`config.mk`:
```
export PLATFORM = sky130hd
export DESIGN_NAME = tone_synth_flat
export DESIGN_NICKNAME = d
export VERILOG_FILES = /design/src/rtl/tone_synth_pkg.sv /design/src/rtl/tone_synth_if.sv /design/src/rtl/tone_env.sv /design/src/rtl/tone_synth.sv /design/src/flat_wrapper.sv
export SDC_FILE = /design/constraint.sdc
export NUM_CORES = 1
export LEC_CHECK = 0
export CORE_UTILIZATION = 50
export CTS_CLUSTER_DIAMETER = 50
export DETAILED_ROUTE_END_ITERATION = 8
export PLACE_DENSITY = 0.75
export SETUP_SLACK_MARGIN = 0.15
export SLEW_MARGIN = 15
export SYNTH_ARGS = -nofsm -noshare
export SYNTH_HDL_FRONTEND = slang
export SYNTH_SLANG_ARGS = --single-unit
```
`constraint.sdc`:
```
create_clock -name clk -period 5.4 [get_ports clk]
set_input_delay 0.54 -clock clk [delete_from_list [all_inputs] [get_ports clk]]
set_output_delay 0.54 -clock clk [all_outputs]
set_load 0.01 [all_outputs]
```
`src/rtl/tone_synth_pkg.sv`:
```
// Shared types and constants for the tone synthesiser: envelope states, sample/step widths,
// peak envelope level and the sign/magnitude-to-two's-complement helper.
package tone_synth_pkg;

    localparam int unsigned SAMPLE_W = 16;
    localparam int unsigned STEP_W   = 16;

    localparam logic [SAMPLE_W-1:0] ENV_PEAK = 16'h7FFF;

    typedef enum logic [1:0] {
        ENV_IDLE    = 2'd0,
        ENV_ATTACK  = 2'd1,
        ENV_SUSTAIN = 2'd2,
        ENV_RELEASE = 2'd3
    } env_state_t;

    // Magnitude never exceeds ENV_PEAK, so the negation cannot overflow.
    function automatic logic [SAMPLE_W-1:0] signed_level(input logic neg,
                                                         input logic [SAMPLE_W-1:0] mag);
        return neg ? SAMPLE_W'(SAMPLE_W'(0) - mag) : mag;
    endfunction

endpackage

```
`src/rtl/tone_synth_if.sv`:
```
// Note/sample bus between the player/codec side (master) and tone_synth (slave).
interface tone_synth_if;
    import tone_synth_pkg::*;

    logic [STEP_W-1:0]   note_step;
    logic                note_valid;
    logic                sample_req;
    logic                mute;
    logic [SAMPLE_W-1:0] sample;
    logic                sample_valid;
    logic                busy;

    modport master (
        output note_step, note_valid, sample_req, mute,
        input  sample, sample_valid, busy
    );

    modport slave (
        input  note_step, note_valid, sample_req, mute,
        output sample, sample_valid, busy
    );

endinterface

```
`src/rtl/tone_env.sv`:
```
// Envelope FSM with saturating level. Ramped ATTACK/RELEASE when TONE_SYNTH_ENVELOPE_EN
// is defined; otherwise the level steps straight between 0 and ENV_PEAK.
module tone_env
    import tone_synth_pkg::*;
#(
    parameter logic [STEP_W-1:0] ATTACK_STEP  = 16'd512,
    parameter logic [STEP_W-1:0] RELEASE_STEP = 16'd256
) (
    input  logic                clk,
    input  logic                rst_n,
    input  logic                start,
    input  logic                rest,
    input  logic                tick,
    output logic [SAMPLE_W-1:0] env,
    output logic                busy
);

    env_state_t state;

`ifdef TONE_SYNTH_ENVELOPE_EN

    logic [SAMPLE_W:0] att_sum;
    assign att_sum = {1'b0, env} + {1'b0, ATTACK_STEP};

    // Note events take priority; a coincident tick leaves the level for the next tick.
    always_ff @(posedge clk or negedge rst_n) begin
        if (!rst_n) begin
            state <= ENV_IDLE;
            env   <= '0;
            busy  <= 1'b0;
        end else if (start) begin
            state <= ENV_ATTACK;
            busy  <= 1'b1;
        end else if (rest) begin
            if (state != ENV_IDLE) begin
                state <= ENV_RELEASE;
                busy  <= 1'b1;
            end
        end else if (tick) begin
            case (state)
                ENV_ATTACK: begin
                    if (att_sum >= {1'b0, ENV_PEAK}) begin
                        env   <= ENV_PEAK;
                        state <= ENV_SUSTAIN;
                    end else begin
                        env <= att_sum[SAMPLE_W-1:0];
                    end
                end
                ENV_RELEASE: begin
                    if (env <= RELEASE_STEP) begin
                        env   <= '0;
                        state <= ENV_IDLE;
                        busy  <= 1'b0;
                    end else begin
                        env <= env - RELEASE_STEP;
                    end
                end
                default: ;
            endcase
        end
    end

`else

    logic unused_cfg;
    assign unused_cfg = ^{ATTACK_STEP, RELEASE_STEP, tick, state};

    // Level jumps directly: note start -> full scale, rest -> silence.
    always_ff @(posedge clk or negedge rst_n) begin
        if (!rst_n) begin
            state <= ENV_IDLE;
            env   <= '0;
            busy  <= 1'b0;
        end else if (start) begin
            state <= ENV_SUSTAIN;
            env   <= ENV_PEAK;
            busy  <= 1'b1;
        end else if (rest) begin
            state <= ENV_IDLE;
            env   <= '0;
            busy  <= 1'b0;
        end
    end

`endif

endmodule

```
`src/rtl/tone_synth.sv`:
```
// Square-wave tone synthesiser: phase accumulator, note tracking and registered output stage.
// Envelope shaping lives in tone_env; TONE_SYNTH_ENVELOPE_EN selects ramped envelopes.
module tone_synth
    import tone_synth_pkg::*;
#(
    parameter logic [STEP_W-1:0] ATTACK_STEP  = 16'd512,
    parameter logic [STEP_W-1:0] RELEASE_STEP = 16'd256
) (
    input  logic         clk,
    input  logic         rst_n,
    tone_synth_if.slave  bus
);

    logic [STEP_W-1:0]   phase;
    logic [STEP_W-1:0]   cur_step;
    logic [SAMPLE_W-1:0] env;
    logic [SAMPLE_W-1:0] sample;
    logic                sample_valid;
    logic                busy;
    logic                start_c;
    logic                rest_c;

    // A repeated nonzero note is a tie, not a retrigger.
    assign start_c = bus.note_valid && (bus.note_step != '0) && (bus.note_step != cur_step);
    assign rest_c  = bus.note_valid && (bus.note_step == '0);

    tone_env #(
        .ATTACK_STEP  (ATTACK_STEP),
        .RELEASE_STEP (RELEASE_STEP)
    ) u_env (
        .clk   (clk),
        .rst_n (rst_n),
        .start (start_c),
        .rest  (rest_c),
        .tick  (bus.sample_req),
        .env   (env),
        .busy  (busy)
    );

    // Samples use pre-update phase/env; a new note clears phase over any coincident advance.
    always_ff @(posedge clk or negedge rst_n) begin
        if (!rst_n) begin
            phase        <= '0;
            cur_step     <= '0;
            sample       <= '0;
            sample_valid <= 1'b0;
        end else begin
            sample_valid <= bus.sample_req;
            if (bus.sample_req) begin
                sample <= bus.mute ? '0 : signed_level(phase[STEP_W-1], env);
            end
            if (bus.note_valid) begin
                cur_step <= bus.note_step;
            end
            if (start_c) begin
                phase <= '0;
            end else if (bus.sample_req) begin
                phase <= phase + cur_step;
            end
        end
    end

    assign bus.sample       = sample;
    assign bus.sample_valid = sample_valid;
    assign bus.busy         = busy;

endmodule

```
`src/flat_wrapper.sv`:
```
// flat-port wrapper written by rule: the top's interface ports become plain ports
module tone_synth_flat import tone_synth_pkg::*;
#(
    parameter logic [STEP_W-1:0] ATTACK_STEP  = 16'd512,
    parameter logic [STEP_W-1:0] RELEASE_STEP = 16'd256
)
  (clk, rst_n, bus_note_step, bus_note_valid, bus_sample_req, bus_mute, bus_sample, bus_sample_valid, bus_busy);
  tone_synth_if bus_i ();
  input  logic clk;
  input  logic rst_n;
  input wire logic [$bits(bus_i.note_step)-1:0] bus_note_step;
  input wire logic [$bits(bus_i.note_valid)-1:0] bus_note_valid;
  input wire logic [$bits(bus_i.sample_req)-1:0] bus_sample_req;
  input wire logic [$bits(bus_i.mute)-1:0] bus_mute;
  output wire logic [$bits(bus_i.sample)-1:0] bus_sample;
  output wire logic [$bits(bus_i.sample_valid)-1:0] bus_sample_valid;
  output wire logic [$bits(bus_i.busy)-1:0] bus_busy;
  assign bus_i.note_step = bus_note_step;
  assign bus_i.note_valid = bus_note_valid;
  assign bus_i.sample_req = bus_sample_req;
  assign bus_i.mute = bus_mute;
  assign bus_sample = bus_i.sample;
  assign bus_sample_valid = bus_i.sample_valid;
  assign bus_busy = bus_i.busy;
  tone_synth #(.ATTACK_STEP(ATTACK_STEP), .RELEASE_STEP(RELEASE_STEP)) u_core (.clk(clk), .rst_n(rst_n), .bus(bus_i));
endmodule
```
==> summary.md <==
| Metric | Value |
|---|---|
| Detailed-route via count | 1853 |
| Post-CTS sizing | 0 |
| CTS tree | done |
| Drt pass-1 iters | 4 |
| Final net count | 300 |
| Largest fanout on the critical path | 22 |
| Port bufs | 38 |
| Switching part of the total | 32.8% |
| Post-Syn Area per Cell | 10.2 um2 |
| WS Path Type | in2reg |
| H-tree lvl count | 2 |
| Die H | 71.8 um |
| Max-cap viol count | 0 |
| Area delta synth->final | 17.5% |
| Measured slew at the worst slew-check pin | 0.979 ns |
| # setup viols final | 0 |
| Post-route antenna net violation count | 0 |
| Initial Utilization | 52.0% |
| Net Count, Synth | 276 |
| Count of cell types in the netlist | 47 |
| First-pass GRT wire length | 8810 um |
| Root buffer cell | clkbuf_8 |
| Sequential share of the synthesized area | 38.0% |
| # IOs | 39 |
| Prevailing post-synth register cell | dfrtp_1 |
| YS warnings | 0 |
| Crit-path cells | clkdlybuf4s50_1, inv_1, or4_1, o311ai_1 |
| Drt total wl | 5330 um |
| Clock share of power | 27.4% |
| RSZ-0062 raised after global routing | false |
| DR iter-0 viols | 87 |
| Setup TNS | 0 ns |
| EDFF count, synth | 0 |
| HPWL Detailed | 3840 um |
| Total chip power | 931 uW |
| Multi-input gate area | 1360 um2 |
| Worst slew margin | 34.5% |
| Crit share post-route | 48.3% |
| Slowest library cell on the worst path | clkdlybuf4s50_1 |
| Mapped Cells | 239 |
| Worst setup EP type | flip-flop |
| Final worst path period need | 2.61 ns |
| DR vias/cell | 5.83 |
| Util after Layout | 61.1% |
| Peak VDD IR | 0.158 mV |
| Setup Skew | 0.00315 ns |
| Logic gate share of total power | 35.2% |
| Die footprint | 5160 um2 |
| Setup bufs post-CTS | 0 |
| Int Pwr | 625 uW |
| Instance count on the critical path | 4 |
| GR Util All Layers | 22.9% |
| Worst-path clk slew | 0.07 ns |
| Storage cell area | 926 um2 |
| CTS Buffer Depth | 2 |
| Required time worst endpoint | 5.59 ns |
| Peak Freq | 383 MHz |
| Crit path buffers/inverters | 2 |
| PD cells | 325 nW/um2 |
| Ys async rst share | 100% |
| Worst stage delay on the critical path | 1.11 ns |
| Placer congestion estimate | 0.795 |
| Post-CTS Hold Buffers | 0 |
| R2R Setup Slk | 2.82 ns |
| Pleak | 1.29 nW |
| Dpl cell area | 2750 um2 |
| Grt ovf | 0 |
| Top delay family on crit path | buffers and inverters |
| Clock Sinks | 37 |
| Ant diodes | 0 |
| Placeable Area | 4690 um2 |
| Status | complete, no violations |
| Pin count of the biggest net entering global routing | 38 |
| Later-pin clock latency in the skew report | 0.30 ns |
| Psw | 305 uW |
| Pins Over Slew Limit | 0 |
| WL/cell | 16.7 um |
| Critical Path Start Type | input pin |
| Worst Reg-to-Reg Cells | 8 |
| Row Count | 25 |
| Vias in the first global route | 1746 |
| Sequential share of power | 37.4% |
| CP arrival | 2.80 ns |
| Cts bufs inserted | 5 |
| Flops & latches, synth | 37 |
| Final Hold Viols | 0 |
| HP Class | in2async |
| Layout Cells excl Fill | 318 |
| Placed cell count | 310 |
| Residual DRC | 0 |
| Synthesized area | 2440 um2 |
| Initial antenna violation count | 0 |
| Die W | 71.8 um |
| Fillcell total | 380 |
| Final Cell Area | 2870 um2 |
| Proportion of layout cells with a drive suffix above 1 | 10.2% |
-- per-layer routing --
layer / wire [um] / GRT usage (%)
met5: 0 / 0
met4: 87 / 7.84
met3: 199 / 4.50
met2: 2460 / 36.0
met1: 2580 / 31.7
-- Yosys cell counts (all sizes together) (3+ instances only) --
library cell / number / share of area (%)
dfrtp: 37 / 38
and3: 4 / 1.2
nand2: 12 / 1.8
o21ai: 7 / 1.4
mux2i: 10 / 4.1
inv: 4 / 0.62
mux2: 17 / 7.9
nor4: 8 / 2.1
nand4: 4 / 1.0
clkbuf: 6 / 0.92
a21o: 6 / 1.8
xnor2: 5 / 1.8
a21oi: 13 / 2.7
a211oi: 4 / 1.2
nand2b: 3 / 0.77
nor2: 15 / 2.3
xor2: 18 / 6.5
ha: 15 / 7.7
buf: 15 / 4.6
a31oi: 3 / 0.77
-- layout make-up --
| type | count | share of cell area, % |
|---|---|---|
| flip-flops and latches | 37 | 32.3 |
| multi-input cells | 177 | 47.5 |
| well taps | 54 | 2.36 |
| clock buffers | 6 | 2.88 |
| clock inverters | 2 | 1.31 |
| inverters | 4 | 0.524 |
| repair buffers | 38 | 13.1 |
-- layout by cell type (no fill, tap or decap), types with 2 or more instances in the layout --
cell / synthesis / routed
nor4_1: 8 / 8
clkdlybuf4s50_1: 0 / 37
nand2_1: 12 / 12
nand3b_1: 2 / 2
ha_1: 15 / 15
a211oi_1: 4 / 4
nand3_1: 2 / 2
a21boi_0: 2 / 2
nand2b_1: 3 / 3
o221ai_1: 2 / 2
nand4_1: 4 / 4
xnor2_1: 5 / 5
o21ai_0: 7 / 7
mux2i_1: 10 / 10
a41o_1: 2 / 2
a21o_1: 6 / 6
o31a_1: 2 / 2
or3_1: 2 / 2
mux2_2: 17 / 17
o211ai_1: 2 / 2
nor3_1: 2 / 2
dfrtp_1: 37 / 37
a31oi_1: 3 / 3
inv_1: 4 / 4
clkbuf_8: 0 / 6
nor2_1: 15 / 15
a21oi_1: 13 / 13
xor2_1: 18 / 18
and3_1: 3 / 3
-- path summary, 6_finish.rpt --
check / startpoint / endpoint
worst max-delay path: bus_sample_req / u_core.phase[13]$_DFFE_PN0P_
worst min-delay path: rst_n / u_core.cur_step[12]$_DFFE_PN0P_
worst max register to register: u_core.cur_step[0]$_DFFE_PN0P_ / u_core.phase[12]$_DFFE_PN0P_
worst min register to register: u_core.phase[15]$_DFFE_PN0P_ / u_core.bus.sample[14]$_DFFE_PN0P_
max in group asynchronous: rst_n / u_core.phase[4]$_DFFE_PN0P_
min in group clk: u_core.phase[15]$_DFFE_PN0P_ / u_core.bus.sample[14]$_DFFE_PN0P_
-- power by group through the flow --
stage / registers, mW / logic (mW) / clock network [mW]
after CTS: 0.348 / 0.327 / 0.262
after detailed placement: 0.353 / 0.325 / 0
after global routing: 0.352 / 0.364 / 0.274
after floorplan: 0.343 / 0.247 / 0
final: 0.348 / 0.328 / 0.255
after global placement: 0.351 / 0.322 / 0
-- flip-flops by register name, summed over array words and instances (netlist names) --
name,cells
u_core.cur_step,16
u_core.bus.sample,3
u_core.u_env.env,1
u_core.phase,16
u_core.bus.sample_valid,1
-- logic make-up after synthesis --
logic type	count (synthesis)	share of synthesized area, %
xor gates and xnor gates	23	8.26
DFF	37	38.0
muxes	27	12.0
and+or+nand+nor	60	13.0
buffers and inverters	25	6.16
AOI/OAI and AO/OA	51	14.1
adders and majority gates	16	8.52
-- per-stage QoR --
stage               hold WS, ns  worst slack (ns)
floorplan                 0.244              3.11
global placement          0.497              2.48
detailed placement        0.507              2.46
CTS                       0.373              2.77
global route              0.425              2.62
finish                    0.348              2.79
(Power assumes the default switching activity.)
